===== src/rtl/gauss_sample_buffer.sv =====
// gauss_sample_buffer
//   First-word-fall-through FIFO that decouples a Box-Muller stage, which
//   produces two samples per cycle, from a consumer that takes one sample
//   per cycle. Samples flagged as overflowed are dropped and counted.
//   Defining GSB_CLIP_EN writes them as saturated values instead, and
//   drop_cnt then counts the clipped samples.
//
// Parameters
//   DEPTH  FIFO entries (power of two, >= 4)
//   CNT_W  width of drop_cnt
//
// Ports
//   clk, rst             clock, synchronous active-high reset
//   in_valid/in_ready    pair handshake (in_ready depends on registered state only)
//   in_s1, in_s2         sin / cos path samples
//   in_ovr1, in_ovr2     overflow flags for in_s1 / in_s2
//   out_valid/out_ready  sample handshake
//   out_data, out_ch     head sample and its source (0 = s1, 1 = s2)
//   level                current occupancy
//   drop_cnt             saturating count of overflowed samples
module gauss_sample_buffer #(
  parameter int DEPTH = 8,
  parameter int CNT_W = 16
) (
  input  logic                     clk,
  input  logic                     rst,
  input  logic                     in_valid,
  output logic                     in_ready,
  input  logic [31:0]              in_s1,
  input  logic [31:0]              in_s2,
  input  logic                     in_ovr1,
  input  logic                     in_ovr2,
  output logic                     out_valid,
  input  logic                     out_ready,
  output logic [31:0]              out_data,
  output logic                     out_ch,
  output logic [$clog2(DEPTH):0]   level,
  output logic [CNT_W-1:0]         drop_cnt
);

  localparam int AW = $clog2(DEPTH);
  localparam int LW = AW + 1;

  // Each entry is {channel, sample}. The head is read combinationally so
  // a sample is visible the cycle after it is written.
  logic [32:0]      mem [DEPTH];

  logic [AW-1:0]    wr_ptr_q, wr_ptr_d;
  logic [AW-1:0]    rd_ptr_q, rd_ptr_d;
  logic [LW-1:0]    level_q, level_d;
  logic [CNT_W-1:0] drop_q, drop_d;

  logic             push, pop;
  logic             wr1, wr2;
  logic [31:0]      dat1, dat2;
  logic [AW-1:0]    addr2;
  logic [1:0]       nwr, novr;
  logic [CNT_W:0]   drop_sum;
  logic [32:0]      head;

`ifdef GSB_CLIP_EN
  function automatic logic [31:0] sat(input logic [31:0] s);
    return s[31] ? 32'h8000_0000 : 32'h7FFF_FFFF;
  endfunction
`endif

  always_comb begin
    // Room for a full pair is required, so readiness never depends on out_ready.
    in_ready = (level_q <= LW'(DEPTH - 2));
    out_valid = (level_q != '0);
    push = in_valid && in_ready;
    pop  = out_valid && out_ready;

`ifdef GSB_CLIP_EN
    wr1  = push;
    wr2  = push;
    dat1 = in_ovr1 ? sat(in_s1) : in_s1;
    dat2 = in_ovr2 ? sat(in_s2) : in_s2;
`else
    wr1  = push && !in_ovr1;
    wr2  = push && !in_ovr2;
    dat1 = in_s1;
    dat2 = in_s2;
`endif

    // s2 lands right after s1 when both are written, else in s1's slot.
    // Pointer arithmetic wraps naturally because DEPTH is a power of two.
    addr2 = wr_ptr_q + AW'(wr1);
    nwr   = {1'b0, wr1} + {1'b0, wr2};
    novr  = {1'b0, push && in_ovr1} + {1'b0, push && in_ovr2};

    wr_ptr_d = wr_ptr_q + AW'(nwr);
    rd_ptr_d = rd_ptr_q + AW'(pop);
    level_d  = level_q + LW'(nwr) - LW'(pop);

    // One extra bit catches the carry so the counter pins at all-ones.
    drop_sum = {1'b0, drop_q} + (CNT_W + 1)'(novr);
    drop_d   = drop_sum[CNT_W] ? {CNT_W{1'b1}} : drop_sum[CNT_W-1:0];

    head     = mem[rd_ptr_q];
    out_data = head[31:0];
    out_ch   = head[32];
    level    = level_q;
    drop_cnt = drop_q;
  end

  always_ff @(posedge clk) begin
    if (rst) begin
      wr_ptr_q <= '0;
      rd_ptr_q <= '0;
      level_q  <= '0;
      drop_q   <= '0;
    end else begin
      wr_ptr_q <= wr_ptr_d;
      rd_ptr_q <= rd_ptr_d;
      level_q  <= level_d;
      drop_q   <= drop_d;
    end
  end

  // Storage carries no reset; reset only blocks writes so a push coinciding
  // with reset leaves nothing behind.
  always_ff @(posedge clk) begin
    if (!rst) begin
      if (wr1) mem[wr_ptr_q] <= {1'b0, dat1};
      if (wr2) mem[addr2]    <= {1'b1, dat2};
    end
  end

endmodule


===== config.mk =====
export PLATFORM = sky130hd
export DESIGN_NAME = gauss_sample_buffer
export DESIGN_NICKNAME = d
export VERILOG_FILES = /design/src/rtl/gauss_sample_buffer.sv
export SDC_FILE = /design/constraint.sdc
export NUM_CORES = 1
export LEC_CHECK = 0
export CAP_MARGIN = 5
export CORE_MARGIN = 3
export CORE_UTILIZATION = 53
export DETAILED_ROUTE_END_ITERATION = 10
export HOLD_SLACK_MARGIN = 0.03
export PLACE_DENSITY = 0.73
export REMOVE_ABC_BUFFERS = 1
export SYNTH_ARGS = -nofsm -noshare
export SYNTH_HDL_FRONTEND = slang
export SYNTH_SLANG_ARGS = --single-unit

===== constraint.sdc =====
create_clock -name clk -period 4.4 [get_ports clk]
set_input_delay 0.88 -clock clk [delete_from_list [all_inputs] [get_ports clk]]
set_output_delay 0.88 -clock clk [all_outputs]
set_load 0.02 [all_outputs]

==> results of run 1 <==
[path summary, 6_finish.rpt]
kind,from,end,slack [ns],cells past startpoint
worst max-delay path,rd_ptr_q[0],out_data[18],0.49,4
worst min register to register,mem[3][32],mem[3][32],0.46,1
worst max register to register,level[3],mem[5][31],0.94,8
worst min-delay path,mem[3][32],mem[3][32],0.46,1
[cell usage in the layout (no fill, tap or decap), types with 2 or more instances in the layout]
cell type        count
nor2b_1              9
dfxtp_4              2
fa_1                 3
clkinv_1             8
clkbuf_16           31
or3_1               63
nand2_1             75
mux4_2              66
nor3_1               7
and2_1               5
a21o_1               9
nor3_4               6
a31o_2               2
nand4_1              5
nand3_1            202
dfxtp_1             31
inv_1               48
buf_12               7
nor2_1              13
o31ai_1            163
xor2_1               2
clkbuf_1             5
clkdlybuf4s50_1    124
xnor2_1             11
o41ai_1             31
bufinv_16            2
nand2b_2            10
edfxtp_1           256
nor2_2               2
clkinv_2             7
ha_1                14
a21oi_1             15
buf_4               51
a31oi_1              2
clkbuf_8             3
mux2_2              36
mux2i_1             59
[sequential cells by signal (all words and copies together) (netlist names)]
name,flops
level,4
wr_ptr_q,3
drop_cnt,16
mem,264
rd_ptr_q,3
[layer usage]
layer | track usage [%] | share of wire (%)
met5 | 0 | 0.020
met4 | 11.2 | 3.3
met3 | 6.82 | 13
met2 | 48.1 | 47
met1 | 42.2 | 36
[logic make-up (layout without fill, tap and decap cells)]
logic type | count (synthesis) | after routing
and+or+nand+nor | 417 | 417
muxes | 161 | 161
buffers and inverters | 190 | 288
DFF | 290 | 290
AOI/OAI and AO/OA | 226 | 226
xor gates and xnor gates | 14 | 14
adders and majority gates | 17 | 17
[power by group through the flow]
stage	Combinational [mW]	Clock (mW)	Sequential (mW)
after detailed placement	2.33	0	3.31
after CTS	2.34	2.55	3.26
after global routing	2.51	2.66	3.27
after floorplan	1.37	0	3.37
after global placement	2.30	0	3.31
final	2.36	2.54	3.25
[worst max-delay path, delay by kind of cell, from the launching register on]
family                 cells  cell delay (ns)
buffers and inverters      2             0.88
flip-flops                 1             0.72
multiplexers               2             0.85
[area by class of cell]
cell class / instances / area [sq um]
Timing Repair Buffer: 182 / 1760
Multi-Input combinational cell: 835 / 6840
Clock buffer: 39 / 836
Tap cell: 384 / 480
Sequential cell: 290 / 8380
Fill cell: 2246 / 10600
Inverter: 48 / 180
Clock inverter: 19 / 143
[metrics by stage]
| stage | hold WS (ns) | TNS [ns] | worst slack (ns) |
|---|---|---|---|
| 6_report | 0.456 | 0 | 0.492 |
| 5_1_grt | 0.479 | 0 | 0.333 |
| 4_1_cts | 0.456 | 0 | 0.432 |
| 3_5_place_dp | 0.439 | 0 | 0.439 |
| 3_3_place_gp | 0.430 | 0 | 0.538 |
| 2_1_floorplan | 0.421 | -3723.94 | -10.12 |
==> impl_metrics.csv, run 1 <==
group,metric,value,unit
status,status,"completed",
logic_synthesis,synth_area_leaders,"edfxtp_1 (48%), mux4_2 (9.3%), o31ai_1 (7.7%)",
logic_synthesis,synth-simple-area-share,13.8,%
floorplan,die-area,32200,sq um
logic_synthesis,ys_ff_latch,290,
floorplan,chipWidth,179,um
route,viasPerCell,7.05,
logic_synthesis,synth_xor_area_share,0.817,%
power_and_ir_drop,p_clk_share,31.2,%
power_and_ir_drop,combPwrFrac,28.9,%
layout,post-route-util,63.8,%
sta,max_freq,256,MHz
layout,fin_area,18600,sq um
route,ant_nets,0,
logic_synthesis,synth_most_common_cell,"edfxtp_1",
clock_network,cts_tree,"done",
layout,nNetsFinal,1475,
sta,max_slew_margin,18.3,%
logic_synthesis,synth_top_area_cell,"edfxtp_1",
power_and_ir_drop,cellPowerDensity,438,nW/um^2
logic_synthesis,synth_cell_types,53,
global_routing,grt_max_degree,111,
power_and_ir_drop,ir_drop,0.382,mV
logic_synthesis,synthAdderAreaFrac,1.48,%
floorplan,core_area,29200,sq um
power_and_ir_drop,p_leak,5.98,nW
logic_synthesis,synth_compound_area_share,10.7,%
placement,dp_hpwl,27400,um
layout,area_growth,16.9,%
logic_synthesis,synth_top_flop_cell,"edfxtp_1",
sta,timing_hold_violations_final,0,
clock_network,cts_resized,0,
logic_synthesis,synth_common_cells,"edfxtp_1 (256), nand3_1 (203), o31ai_1 (163), clkbuf_1 (87), nand2_1 (76)",
sta,setup_viol,0,
floorplan,die_height,179,um
floorplan,start_util,54.6,%
clock_network,hold_buffers,0,
global_routing,overflow,0,
clock_network,clkLatencyLatePin,0.58,ns
global_routing,grt_usage,30.6,%
logic_synthesis,synth_area,15900,sq um
setup_path,cpPeakStageDelay,0.72,ns
logic_synthesis,synthMuxAreaShare,15.6,%
global_routing,grt_pass1_vias,12700,
setup_path,crit_type,"reg -> out",
route,routed_wl,49000,um
placement,io_buffers,124,
setup_path,crit_path_start_kind,"register",
setup_path,worstPathArrival,3.03,ns
placement,gp_congestion,0.854,
logic_synthesis,synth_top_area_share,48.3,%
clock_network,cts_buffer_depth,3,
logic_synthesis,synth_edf_count,256,
route,dr.pass1.iters,6,
placement,place_inst,1739,
power_and_ir_drop,seq_power_share,39.9,%
clock_network,htreeDepth,1,
logic_synthesis,synth.avg_cell_area,12.1,sq um
floorplan,ios,125,
global_routing,antenna_found_initial,1,
setup_path,cp-end-kind,"primary output",
route,dr.first_iter.drc_count,1806,
route,drc,0,
route,wl_per_cell,27.3,um
logic_synthesis,synth_top_family_by_area,"multiplexers",
clock_network,cts_setup_buffers,0,
setup_path,required,3.52,ns
clock_network,clock-root-buffer,"clkbuf_16",
sta,finalCritPeriodShare,88.8,%
global_routing,grt_pass1_wl,74600,um
logic_synthesis,ys_seq_area_share,52.6,%
logic_synthesis,ys_async_sr_fraction,0,%
layout,num_antenna_cells,0,
power_and_ir_drop,intPower,5.62,mW
sta,slew_violations,0,
clock_network,numCtsBuffers,31,
job,maxCapViolations,0,
layout,drive_gt1_share,17.0,%
power_and_ir_drop,power.total,8.15,mW
logic_synthesis,yosysWarnings,0,
clock_network,clk_pin_slew,0.06,ns
sta,finalCriticalPeriod,3.91,ns
route,vias,12700,
setup_path,slowest_stage,"dfxtp_4",
power_and_ir_drop,p_switching,2.54,mW
setup_path,worstPathCellList,"buf_4, mux4_2, mux2_2, clkdlybuf4s50_1",
placement,placed_area,17600,sq um
sta,worst_slew_pin_slew,1.23,ns
logic_synthesis,synth_cells,1315,
clock_network,cts_sinks,290,
sta,rsz0062_at_grt,"no",
worst_hold_path,min_path_type,"reg -> reg",
floorplan,rows,62,
power_and_ir_drop,swShare,31.1,%
sta,fin_skew,0.0268,ns
setup_path,crit_fanout,24,
layout,layoutNonFillerInstCount,1797,
(Power assumes the default switching activity.)
==> run 2, diff against run 1 <==
Settings changed: ABC_CLOCK_PERIOD_IN_PS from default to 4400, CORE_ASPECT_RATIO from default to 0.7, CORE_MARGIN 3 to default.
==> run 2 against run 1 <==
Utilization shrank 0.48 points. Clock skew shrank 0.012 ns. Flip-flop and latch count is the same. Sequential power is essentially flat. Die area shrank 4.4%. Combinational power grew 3%. Final cell count shrank 0.83%. Register-to-register slack lost 0.15 ns. Setup slack lost 0.0085 ns. First-iteration DRC count grew 9.1%. Wire length shrank 0.17%.
==> impl_metrics.csv, run 2 (synthesis gave the netlist of run 1 again) <==
group,metric,value,unit
status,status,"completed",
clock_network,cts_tree,"done",
sta,finalCritPeriodShare,89.0,%
placement,pre_cts_slack,0.391,ns
power_and_ir_drop,p_switching,2.56,mW
power_and_ir_drop,p_leak,5.93,nW
sta,max_slew_margin,17.3,%
route,routed_wl,48900,um
setup_path,worstReg2RegEnd,"mem[3][5]",
global_routing,overflow,0,
layout,nNetsFinal,1469,
sta,finalCriticalPeriod,3.92,ns
clock_network,clock-root-buffer,"clkbuf_16",
setup_path,cpPeakStageDelay,0.64,ns
route,drc,0,
clock_network,cts_buffer_depth,3,
clock_network,clk_pin_slew,0.07,ns
route,viasPerCell,6.98,
power_and_ir_drop,seq_power_share,39.9,%
route,m1WireLength,19100,um
clock_network,hold_buffers,0,
sta,hold_slack,0.455,ns
route,ant_nets,0,
floorplan,rows,52,
setup_path,rr_worst_depth,11,
clock_network,cts_resized,0,
worst_hold_path,holdPathEnd,"mem[5][32]",
layout,regMostFlops,"mem",
power_and_ir_drop,combPwrFrac,30.2,%
power_and_ir_drop,ir_drop,0.286,mV
sta,timing_hold_violations_final,0,
route,wl_per_cell,27.4,um
clock_network,numCtsBuffers,28,
placement,dp_hpwl,28600,um
floorplan,die_height,147,um
sta,rsz0062_at_grt,"no",
setup_path,worstPathCellList,"buf_4, mux4_2, mux2_2, clkdlybuf4s50_1",
setup_path,crit_type,"reg -> out",
worst_hold_path,min_path_type,"reg -> reg",
layout,area_growth,16.2,%
power_and_ir_drop,p_clk_share,29.9,%
route,wl_met3,6610,um
sta,worst_slew_pin_slew,1.24,ns
route,dr.first_iter.drc_count,1971,
worst_hold_path,hold-path-cell-count,1,
clock_network,clkLatencyLatePin,0.56,ns
layout,largest_reg_flops,264,
worst_hold_path,worstHoldStart,"mem[5][32]",
floorplan,chipWidth,209,um
power_and_ir_drop,cellPowerDensity,436,nW/um^2
floorplan,ios,125,
setup_path,worstPathArrival,3.04,ns
clock_network,cts_sinks,290,
route,wl_met2,21900,um
power_and_ir_drop,swShare,31.7,%
layout,drive_gt1_share,16.7,%
placement,gp_congestion,0.845,
global_routing,antenna_found_initial,0,
sta,slew_violations,0,
setup_path,crit_fanout,19,
sta,fin_skew,0.0145,ns
layout,final_cell_mix,"edfxtp_1 (256), nand3_1 (202), o31ai_1 (163)",
global_routing,grt_pass1_vias,12300,
global_routing,grt_pass1_wl,74000,um
global_routing,grt_max_degree,145,
setup_path,reg2reg_slack,0.79,ns
setup_path,crit_path_start_kind,"register",
clock_network,cts_setup_buffers,0,
route,top_layer_used,"met4",
sta,timing.final.ws_setup,0.483,ns
power_and_ir_drop,intPower,5.51,mW
sta,max_freq,255,MHz
setup_path,crit_start,"rd_ptr_q[0]",
layout,num_antenna_cells,0,
floorplan,die-area,30700,sq um
placement,io_buffers,124,
route,vias,12400,
setup_path,slowest_stage,"dfxtp_4",
setup_path,required,3.52,ns
setup_path,worstReg2RegStart,"level[3]",
layout,layout_commonest_cell,"edfxtp_1",
global_routing,grt_usage,31.8,%
job,maxCapViolations,0,
setup_path,cp-end-kind,"primary output",
clock_network,htreeDepth,1,
floorplan,start_util,54.5,%
route,dr.pass1.iters,5,
floorplan,core_area,29200,sq um
sta,setup_viol,0,
[run 2: metal layers]
metal	track usage, %	vias to the layer above
met3	8.53	108
met1	45.0	6107
met4	8.86	0
li1	-	5283
met2	48.7	933
met5	0	-
[run 2: area by class of cell]
class	count	area, sq um
multi-input combinational	835	6840
tap	378	473
clock inverter	11	76.3
clock buffer	41	822
inverter	48	180
timing repair buffer	179	1740
fill	2239	10700
sequential	290	8370
[run 2: power groups by stage]
stage,combinational [mW],clock [mW],sequential (mW)
2_1_floorplan,1.37,0,3.37
3_3_place_gp,2.37,0,3.27
3_5_place_dp,2.40,0,3.28
4_1_cts,2.42,2.41,3.22
5_1_grt,2.57,2.51,3.23
6_report,2.44,2.41,3.22
[run 2: worst max-delay path by stage]
stage                     slack [ns]  cells past startpoint      endpoint
after detailed placement        0.39                      9    mem[1][24]
after global placement          0.45                      9     mem[1][7]
after floorplan               -10.12                      6     mem[1][0]
after global routing            0.39                      4  out_data[15]
after CTS                       0.47                      4  out_data[16]
final                           0.48                      4  out_data[16]
[run 2: metrics by stage]
stage	cell area (sq um)	power, mW	cells	util, %	setup TNS [ns]
floorplan	15300	4.73	1173	-	-3723.94
global route	18500	8.31	1782	63.3	0
CTS	18500	8.04	1782	63.3	0
finish	18500	8.06	1782	63.3	0
detailed placement	17600	5.68	1730	60.3	0
global placement	17600	5.64	1730	60.3	0
[run 2: worst max-delay path: cells and delay by family (launching register included)]
kind	cells	cell delay, ns
buf+inv	2	0.94
mux	2	0.89
flops	1	0.64
==> run 3, diff against run 2 <==
Settings changed: SLEW_MARGIN from default to 20.
==> run 3 against run 2 <==
Clock skew down 0.00097 ns. Count of clock-buffer cells in the layout unchanged. Non-clock buffer count unchanged. First-iteration DRC count up 4.3%. Critical path depth unchanged. Setup slack better by 0.0061 ns. Combinational power about the same. Clock power about the same. Global-route usage unchanged. Worst hold slack better by 0.0015 ns. Design area about the same. Critical endpoint unchanged. Largest cell class unchanged.
==> impl_metrics.csv, run 3 (synthesis gave the netlist of run 1 again) <==
group,metric,value,unit
power_and_ir_drop,ir_drop,0.286,mV
clock_network,clkLatencyLatePin,0.55,ns
sta,setup_viol,0,
placement,placed_area,17600,sq um
setup_path,crit_type,"reg -> out",
setup_path,cp-end-kind,"primary output",
floorplan,die_height,147,um
layout,regArea,8370,sq um
setup_path,worstPathArrival,3.03,ns
clock_network,cts_resized,0,
setup_path,required,3.52,ns
sta,max_slew_margin,32.0,%
layout,largest_reg_flops,264,
setup_path,crit_path_start_kind,"register",
route,ant_nets,0,
clock_network,numCtsBuffers,28,
floorplan,start_util,54.5,%
floorplan,die-area,30700,sq um
power_and_ir_drop,p_switching,2.55,mW
setup_path,crit_fanout,19,
floorplan,chipWidth,209,um
power_and_ir_drop,swShare,31.7,%
layout,drive_gt1_share,16.7,%
clock_network,hold_buffers,0,
route,drc,0,
layout,num-fill-cells,2240,
global_routing,grt_pass1_vias,12300,
layout,nNetsFinal,1469,
floorplan,core_area,29200,sq um
route,routed_wl,48900,um
layout,num_antenna_cells,0,
power_and_ir_drop,cellPowerDensity,435,nW/um^2
placement,gp_congestion,0.845,
placement,pre_cts_slack,0.391,ns
layout,post-route-util,63.3,%
power_and_ir_drop,combPwrFrac,30.2,%
global_routing,grt_usage,31.8,%
route,dr.pass1.iters,7,
worst_hold_path,min_path_type,"reg -> reg",
route,wl_per_cell,27.4,um
floorplan,ios,125,
route,viasPerCell,7.02,
global_routing,grt_max_degree,145,
layout,regMostFlops,"mem",
clock_network,clk_pin_slew,0.07,ns
power_and_ir_drop,intPower,5.51,mW
sta,finalCritPeriodShare,88.9,%
placement,place_inst,1730,
clock_network,cts_sinks,290,
power_and_ir_drop,p_leak,5.93,nW
clock_network,cts_buffer_depth,3,
sta,finalCriticalPeriod,3.91,ns
layout,fin_area,18500,sq um
sta,slew_violations,0,
sta,timing.final.ws_setup,0.489,ns
placement,dp_hpwl,28600,um
sta,rsz0062_at_grt,"no",
worst_hold_path,hold-path-cell-count,1,
clock_network,htreeDepth,1,
global_routing,grt_pass1_wl,74000,um
layout,layout_commonest_cell,"edfxtp_1",
global_routing,overflow,0,
route,dr.first_iter.drc_count,2056,
power_and_ir_drop,seq_power_share,40.0,%
setup_path,rr_worst_depth,11,
power_and_ir_drop,p_clk_share,29.8,%
status,status,"completed",
layout,multiInputGateArea,6840,sq um
sta,max_freq,256,MHz
setup_path,cpPeakStageDelay,0.65,ns
floorplan,rows,52,
sta,timing_hold_violations_final,0,
layout,layoutNonFillerInstCount,1782,
clock_network,clock-root-buffer,"clkbuf_16",
sta,fin_skew,0.0135,ns
placement,io_buffers,124,
layout,final_cell_mix,"edfxtp_1 (256), nand3_1 (202), o31ai_1 (163)",
layout,area_growth,16.2,%
setup_path,slowest_stage,"dfxtp_4",
setup_path,worstPathCellList,"buf_4, mux4_2, mux2_2, clkdlybuf4s50_1",
job,maxCapViolations,0,
route,vias,12500,
clock_network,cts_setup_buffers,0,
global_routing,antenna_found_initial,0,
sta,worst_slew_pin_slew,1.02,ns
clock_network,cts_tree,"done",
## run 3: cell count changes in the layout (fill, tap and decap cells not counted)
cell and delta:
or3_1 -1, or3_2 +1
## run 3: worst paths after layout
path,start,end,slack (ns)
setup / recovery,rd_ptr_q[0],out_data[16],0.49
hold / removal,mem[5][32],mem[5][32],0.46
setup reg to reg,level[3],mem[3][23],0.81
hold reg to reg,mem[5][32],mem[5][32],0.46
## run 3: worst max-delay path: cells and delay by family, from the launching register on
kind | cells | cell delay [ns]
DFF | 1 | 0.65
buffers and inverters | 2 | 0.94
muxes | 2 | 0.88
## run 3: per-layer routing
metal	vias to the layer above	track usage [%]	wire [um]
met5	-	0	0
met4	0	8.86	1240
met3	112	8.53	6720
met2	972	48.7	22000
met1	6138	45.0	18900
li1	5291	-	-
## run 3: power groups by stage
| stage | Clock (mW) | Sequential, mW | Combinational, mW |
|---|---|---|---|
| 3_3_place_gp | 0 | 3.27 | 2.37 |
| 6_report | 2.40 | 3.22 | 2.43 |
| 2_1_floorplan | 0 | 3.37 | 1.37 |
| 5_1_grt | 2.51 | 3.23 | 2.57 |
| 3_5_place_dp | 0 | 3.28 | 2.40 |
| 4_1_cts | 2.41 | 3.22 | 2.42 |
## run 3: final cells by class
type / count / share of cell area (%)
Clock buffer: 41 / 4.44
Inverter: 48 / 0.974
Timing Repair Buffer: 179 / 9.41
Sequential cell: 290 / 45.3
Clock inverter: 11 / 0.412
Multi-Input combinational cell: 835 / 37.0
Tap cell: 378 / 2.56
## run 3: stage by stage
| step | hold slack [ns] | setup TNS (ns) | power, mW |
|---|---|---|---|
| 6_report | 0.457 | 0 | 8.06 |
| 5_1_grt | 0.475 | 0 | 8.31 |
| 4_1_cts | 0.454 | 0 | 8.04 |
| 3_5_place_dp | 0.439 | 0 | 5.68 |
| 3_3_place_gp | 0.429 | 0 | 5.64 |
| 2_1_floorplan | 0.421 | -3723.94 | 4.73 |
